$ cat src/rtl/tile_load_ctrl.sv
// Streams a MATRIX_SIZE x MATRIX_SIZE matrix from a wide source memory into the tile
// input buffer, one tile row (one memory word) per beat, tiles visited row-major.
module tile_load_ctrl #(
    parameter int MATRIX_SIZE = 32,
    parameter int BUFFER_SIZE = 8,
    parameter int WIDTH       = 32,
    parameter int ADDR_W      = 16,
    parameter int IDX_W       = $clog2(BUFFER_SIZE) + 1,
    localparam int T          = MATRIX_SIZE / BUFFER_SIZE,
    localparam int TW         = (T > 1) ? $clog2(T) : 1
) (
    input  logic                         clk,
    input  logic                         rst,
    input  logic                         start,
    input  logic                         abort,
    input  logic [ADDR_W-1:0]            base_addr,
    input  logic                         mode_cfg,
    input  logic [IDX_W-1:0]             offset_cfg,
    output logic                         busy,
    output logic                         done,
    output logic [TW-1:0]                tile_row,
    output logic [TW-1:0]                tile_col,
    output logic                         mem_rd_en,
    output logic [ADDR_W-1:0]            mem_rd_addr,
    input  logic [BUFFER_SIZE*WIDTH-1:0] mem_rd_data,
    output logic                         in_mode,
    output logic [IDX_W-1:0]             offset,
    output logic [IDX_W-1:0]             index_in,
    output logic [BUFFER_SIZE*WIDTH-1:0] data_in,
    output logic                         in_valid,
    output logic                         in_last,
    input  logic                         in_ready
);

    typedef enum logic [1:0] {S_IDLE, S_RD, S_WAIT, S_SEND} state_t;

    state_t                   state_q, state_d;
    logic                     busy_q, busy_d;
    logic                     done_q, done_d;
    logic [TW-1:0]            row_q, row_d;
    logic [TW-1:0]            col_q, col_d;
    logic [IDX_W-1:0]         r_q, r_d;
    logic                     rd_en_q, rd_en_d;
    logic [ADDR_W-1:0]        rd_addr_q, rd_addr_d;
    logic [ADDR_W-1:0]        base_q, base_d;
    logic                     mode_q, mode_d;
    logic [IDX_W-1:0]         offset_q, offset_d;
    logic [BUFFER_SIZE*WIDTH-1:0] data_q, data_d;
    logic                     valid_q, valid_d;
    logic                     last_q, last_d;

    logic [TW-1:0]            row_nx, col_nx;
    logic [IDX_W-1:0]         r_nx;
    logic                     row_end, matrix_end;

    // Word address of row r of tile (row, col); wraps modulo 2^ADDR_W.
    function automatic logic [ADDR_W-1:0] beat_addr(
        input logic [ADDR_W-1:0] base,
        input logic [TW-1:0]     row,
        input logic [TW-1:0]     col,
        input logic [IDX_W-1:0]  r
    );
        logic [ADDR_W-1:0] off;
        off = ADDR_W'((32'(row) * BUFFER_SIZE + 32'(r)) * T + 32'(col));
        return base + off;
    endfunction

    always_comb begin
        row_end    = (r_q == IDX_W'(BUFFER_SIZE - 1));
        matrix_end = row_end && (col_q == TW'(T - 1)) && (row_q == TW'(T - 1));
        r_nx   = row_end ? '0 : r_q + IDX_W'(1);
        col_nx = col_q;
        row_nx = row_q;
        if (row_end) begin
            if (col_q == TW'(T - 1)) begin
                col_nx = '0;
                row_nx = row_q + TW'(1);
            end else begin
                col_nx = col_q + TW'(1);
            end
        end
    end

    always_comb begin
        state_d   = state_q;
        busy_d    = busy_q;
        done_d    = 1'b0;
        row_d     = row_q;
        col_d     = col_q;
        r_d       = r_q;
        rd_en_d   = 1'b0;
        rd_addr_d = rd_addr_q;
        base_d    = base_q;
        mode_d    = mode_q;
        offset_d  = offset_q;
        data_d    = data_q;
        valid_d   = valid_q;
        last_d    = last_q;
        case (state_q)
            S_IDLE: begin
                if (start && !abort) begin
                    state_d   = S_RD;
                    busy_d    = 1'b1;
                    base_d    = base_addr;
                    mode_d    = mode_cfg;
                    offset_d  = offset_cfg;
                    row_d     = '0;
                    col_d     = '0;
                    r_d       = '0;
                    rd_en_d   = 1'b1;
                    rd_addr_d = base_addr;
                end
            end
            S_RD:   state_d = S_WAIT;
            S_WAIT: begin
                data_d  = mem_rd_data;
                valid_d = 1'b1;
                last_d  = row_end;
                state_d = S_SEND;
            end
            S_SEND: begin
                if (in_ready) begin
                    valid_d = 1'b0;
                    last_d  = 1'b0;
                    if (matrix_end) begin
                        state_d = S_IDLE;
                        busy_d  = 1'b0;
                        done_d  = 1'b1;
                    end else begin
                        r_d       = r_nx;
                        col_d     = col_nx;
                        row_d     = row_nx;
                        rd_en_d   = 1'b1;
                        rd_addr_d = beat_addr(base_q, row_nx, col_nx, r_nx);
                        state_d   = S_RD;
                    end
                end
            end
            default: state_d = S_IDLE;
        endcase
        // abort wins over a simultaneous transfer: the beat is dropped and done suppressed
        if (abort && state_q != S_IDLE) begin
            state_d = S_IDLE;
            busy_d  = 1'b0;
            done_d  = 1'b0;
            rd_en_d = 1'b0;
            valid_d = 1'b0;
            last_d  = 1'b0;
        end
    end

    always_ff @(posedge clk or posedge rst) begin
        if (rst) begin
            state_q   <= S_IDLE;
            busy_q    <= 1'b0;
            done_q    <= 1'b0;
            row_q     <= '0;
            col_q     <= '0;
            r_q       <= '0;
            rd_en_q   <= 1'b0;
            rd_addr_q <= '0;
            base_q    <= '0;
            mode_q    <= 1'b0;
            offset_q  <= '0;
            data_q    <= '0;
            valid_q   <= 1'b0;
            last_q    <= 1'b0;
        end else begin
            state_q   <= state_d;
            busy_q    <= busy_d;
            done_q    <= done_d;
            row_q     <= row_d;
            col_q     <= col_d;
            r_q       <= r_d;
            rd_en_q   <= rd_en_d;
            rd_addr_q <= rd_addr_d;
            base_q    <= base_d;
            mode_q    <= mode_d;
            offset_q  <= offset_d;
            data_q    <= data_d;
            valid_q   <= valid_d;
            last_q    <= last_d;
        end
    end

    assign busy        = busy_q;
    assign done        = done_q;
    assign tile_row    = row_q;
    assign tile_col    = col_q;
    assign mem_rd_en   = rd_en_q;
    assign mem_rd_addr = rd_addr_q;
    assign in_mode     = mode_q;
    assign offset      = offset_q;
    assign index_in    = r_q;
    assign data_in     = data_q;
    assign in_valid    = valid_q;
    assign in_last     = last_q;

endmodule

$ cat config.mk
export PLATFORM = sky130hd
export DESIGN_NAME = tile_load_ctrl
export DESIGN_NICKNAME = d
export VERILOG_FILES = /design/src/rtl/tile_load_ctrl.sv
export SDC_FILE = /design/constraint.sdc
export NUM_CORES = 1
export LEC_CHECK = 0
export ABC_AREA = 1
export CORE_AREA = 2 2 224 226
export DETAILED_ROUTE_END_ITERATION = 7
export DIE_AREA = 0 0 226 228
export GPL_TIMING_DRIVEN = 0
export PLACE_DENSITY_LB_ADDON = 0.25
export SYNTH_ARGS = -nofsm -noshare
export SYNTH_HDL_FRONTEND = slang
export SYNTH_SLANG_ARGS = --single-unit
$ cat constraint.sdc
create_clock -name clk -period 11.53 [get_ports clk]
set_input_delay 1.153 -clock clk [delete_from_list [all_inputs] [get_ports clk]]
set_output_delay 1.153 -clock clk [all_outputs]
set_load 0.05 [all_outputs]
==> run metrics <==
Post-Synth Simple-Gate Area 0.0750; maximum clock path buffer count 3; max_cap viols 0; post-cts resize count 0; most common cell after layout, fill and taps aside clkdlybuf4s50_1; worst r2r src index_in[0]; dpl cells 2216; leading area contributor after synthesis dfrtp_1; crit path to mem_rd_addr[13]; Worst R2R End mem_rd_addr[13]; #FFs+latches synth 308; fin cells 2286; Final Hold Vio Count 0; vias 9714; post-synthesis adder-cell area fraction 0.0184; xor and xnor area share after synthesis 0.00346; Leak 8.67 nW; final worst slack 8450 ps; DP Wirelength 36600 µm; initial antenna violation count 16; Initial Util 0.256; Die ar. 51500 µm²; crit path from index_in[0]; I/O Pins 572; GRT Overall Usage 0.175; multi-input logic area 4530 µm²; Clk pin slew, worst setup/hold paths 50 ps; post-synthesis area per instance 13.0 µm²; compound-gate portion of the synthesized area 0.0276; cts hold-fix bufs 0; vias in the first global route 10.2k; Arr. time, crit path 3500 ps; Setup CP Type reg -> reg; grt ovf 0; drt first pass iters 5; CP max stage cell dfrtp_1; VDD IR max 199 µV; # fillers 4760; Setup TNS 0 ps; CP max FO 5; number of remaining DRC errors 0; Die Ht 228 µm; final WL 45900 µm; worst-path cell chain ha_1 -> nand2_2 -> nand2_1 -> o21ai_0 -> ha_1 -> ha_1 -> ha_1 -> nand2_1 -> nor2_1 -> inv_1 -> nor2_1 -> nand2_1 -> nand3_1 -> nand3_1 -> nand2_1 -> nand2_1; synth-to-layout area growth 61.3%; # nets final 1883; RSZ-0062 raised after global routing no; Worst R2R Path Depth 16; share of the synthesized area in the top cell type 0.609; post-CTS setup buffer count 0; first-pass GRT wire length 66300 µm; synth warn 0; Final Max Tran Viols 0; syn nets 1271; synth unique cells 36; pre-CTS setup slack 8430 ps; Avg Vias per Cell 4.25; Clock Tree Root clkbuf_16; Row Count 82; mean routed wirelength per cell 20.1 µm; port bufs 571; worst skew pair latency 530 ps; share of layout cells above drive strength 1 0.227; WP data required 11940 ps; CTS buffer count 37; Fmax achieved 0.324 GHz; post-route cell area 20400 µm²; relative max-transition margin 0.417; most used cell, CP nand2_1; clk_skew 17.2 ps; CTS H-tree lvls 2; most frequent cells in the layout 571 x clkdlybuf4s50_1, 308 x dfrtp_1, 262 x mux2_2; chip width 226 µm; period utilization 0.267; Synth Instances 971; post-detailed-route count of antenna-violating nets 0; Post-Synthesis Cell Area 12700 µm²; register area share after synthesis 0.609; class of the worst hold path reg -> reg; clock tree from TritonCTS yes; pwr/cell area 357 nW/µm²; largest family of logic cells by synthesized area multiplexers; Placed Area 19300 µm²; Worst path max stage delay 430 ps; Core Util, Final 0.414; largest net degree at the start of global routing 109; core area 49300 µm²; Critical Path Sink Type register; initial drt markers 423; status completed; count of final setup violators 0; mux cell area share after synthesis 0.233; Period minus WS final 3080 ps; Worst R2R Setup Slack 8450 ps; Seq. cell area 7710 µm²; top cells by area, synth dfrtp_1 61%, mux2_2 23%, nand2_1 4.2%; Worst Tran Pin Value 875 ps; Worst setup SP type register; clk sink count 308; GPL Wtd Cong 0.875
-- worst min path at each step --
stage,slack (ps),cells past startpoint,startpoint,end
floorplan,460,2,base_q[0],base_q[0]
global placement,470,2,mem_rd_addr[14],mem_rd_addr[14]
detailed placement,470,2,mem_rd_addr[5],mem_rd_addr[5]
CTS,490,2,mem_rd_addr[13],mem_rd_addr[13]
global route,500,2,mem_rd_addr[4],mem_rd_addr[4]
finish,480,2,mem_rd_addr[13],mem_rd_addr[13]
-- report_power, final --
group	total, mW	switching, mW	internal [mW]
Clock	1.10	0.452	0.650
Sequential	1.91	0.284	1.63
Combinational	4.27	2.71	1.56
-- cells in the mapped netlist (all sizes together) --
cell type,instances
mux2,262
a21o,2
fa,1
o22ai,1
and2,2
a21oi,11
ha,17
or2,1
nand2,147
dfrtp,308
xor2,2
buf,32
nand4,3
inv,57
nor3,4
nand3,34
clkinv,1
nand3b,2
o211ai,3
nor2,29
clkbuf,8
a21boi,6
a22o,1
o21ai,34
xnor2,3
-- per-stage QoR --
| stage | hold WS (ps) | total power [mW] |
|---|---|---|
| 6_report | 483 | 7.28 |
| 4_1_cts | 488 | 7.37 |
| 2_1_floorplan | 459 | 4.68 |
| 3_3_place_gp | 469 | 6.19 |
| 3_5_place_dp | 469 | 6.23 |
| 5_1_grt | 497 | 7.63 |
-- layout make-up --
type / instances / area share
flip-flops and latches: 308 / 0.377
repair buffers: 573 / 0.283
multi-input cells: 565 / 0.222
clock buffers: 47 / 0.0487
well taps: 672 / 0.0412
inverters: 58 / 0.0111
plain buffers: 40 / 0.0101
clock inverters: 11 / 0.00576
diodes: 12 / 0.00147
-- flip-flops by register name (all words and copies together), names as in the netlist, 2 cells and up --
signal / flops
index_in: 4
mem_rd_addr: 16
state_q: 2
offset: 4
base_q: 16
data_in: 256
tile_row: 2
tile_col: 2
-- logic make-up (layout without fill, tap and decap cells) --
group,after synthesis,in the layout
other cells,0,12
compound gates,58,58
flops,308,308
buf+inv,98,729
mux,262,262
fa+ha+maj,18,18
simple gates,222,222
xor+xnor,5,5
-- worst max-delay path: cells and delay by family (launching register included) --
kind / cells / cell delay (ps)
compound gates: 1 / 330
buf+inv: 1 / 80
fa+ha+maj: 4 / 1050
flops: 1 / 430
simple gates: 10 / 1090
-- routing by layer --
metal	vias to the layer above	global-route usage	routed length [µm]
met5	-	0	12
met4	2	0.0842	1810
met3	73	0.0662	4350
met2	373	0.303	22900
met1	4739	0.185	16800
li1	4527	-	-
Note: power is estimated with default switching activity, not from simulation.
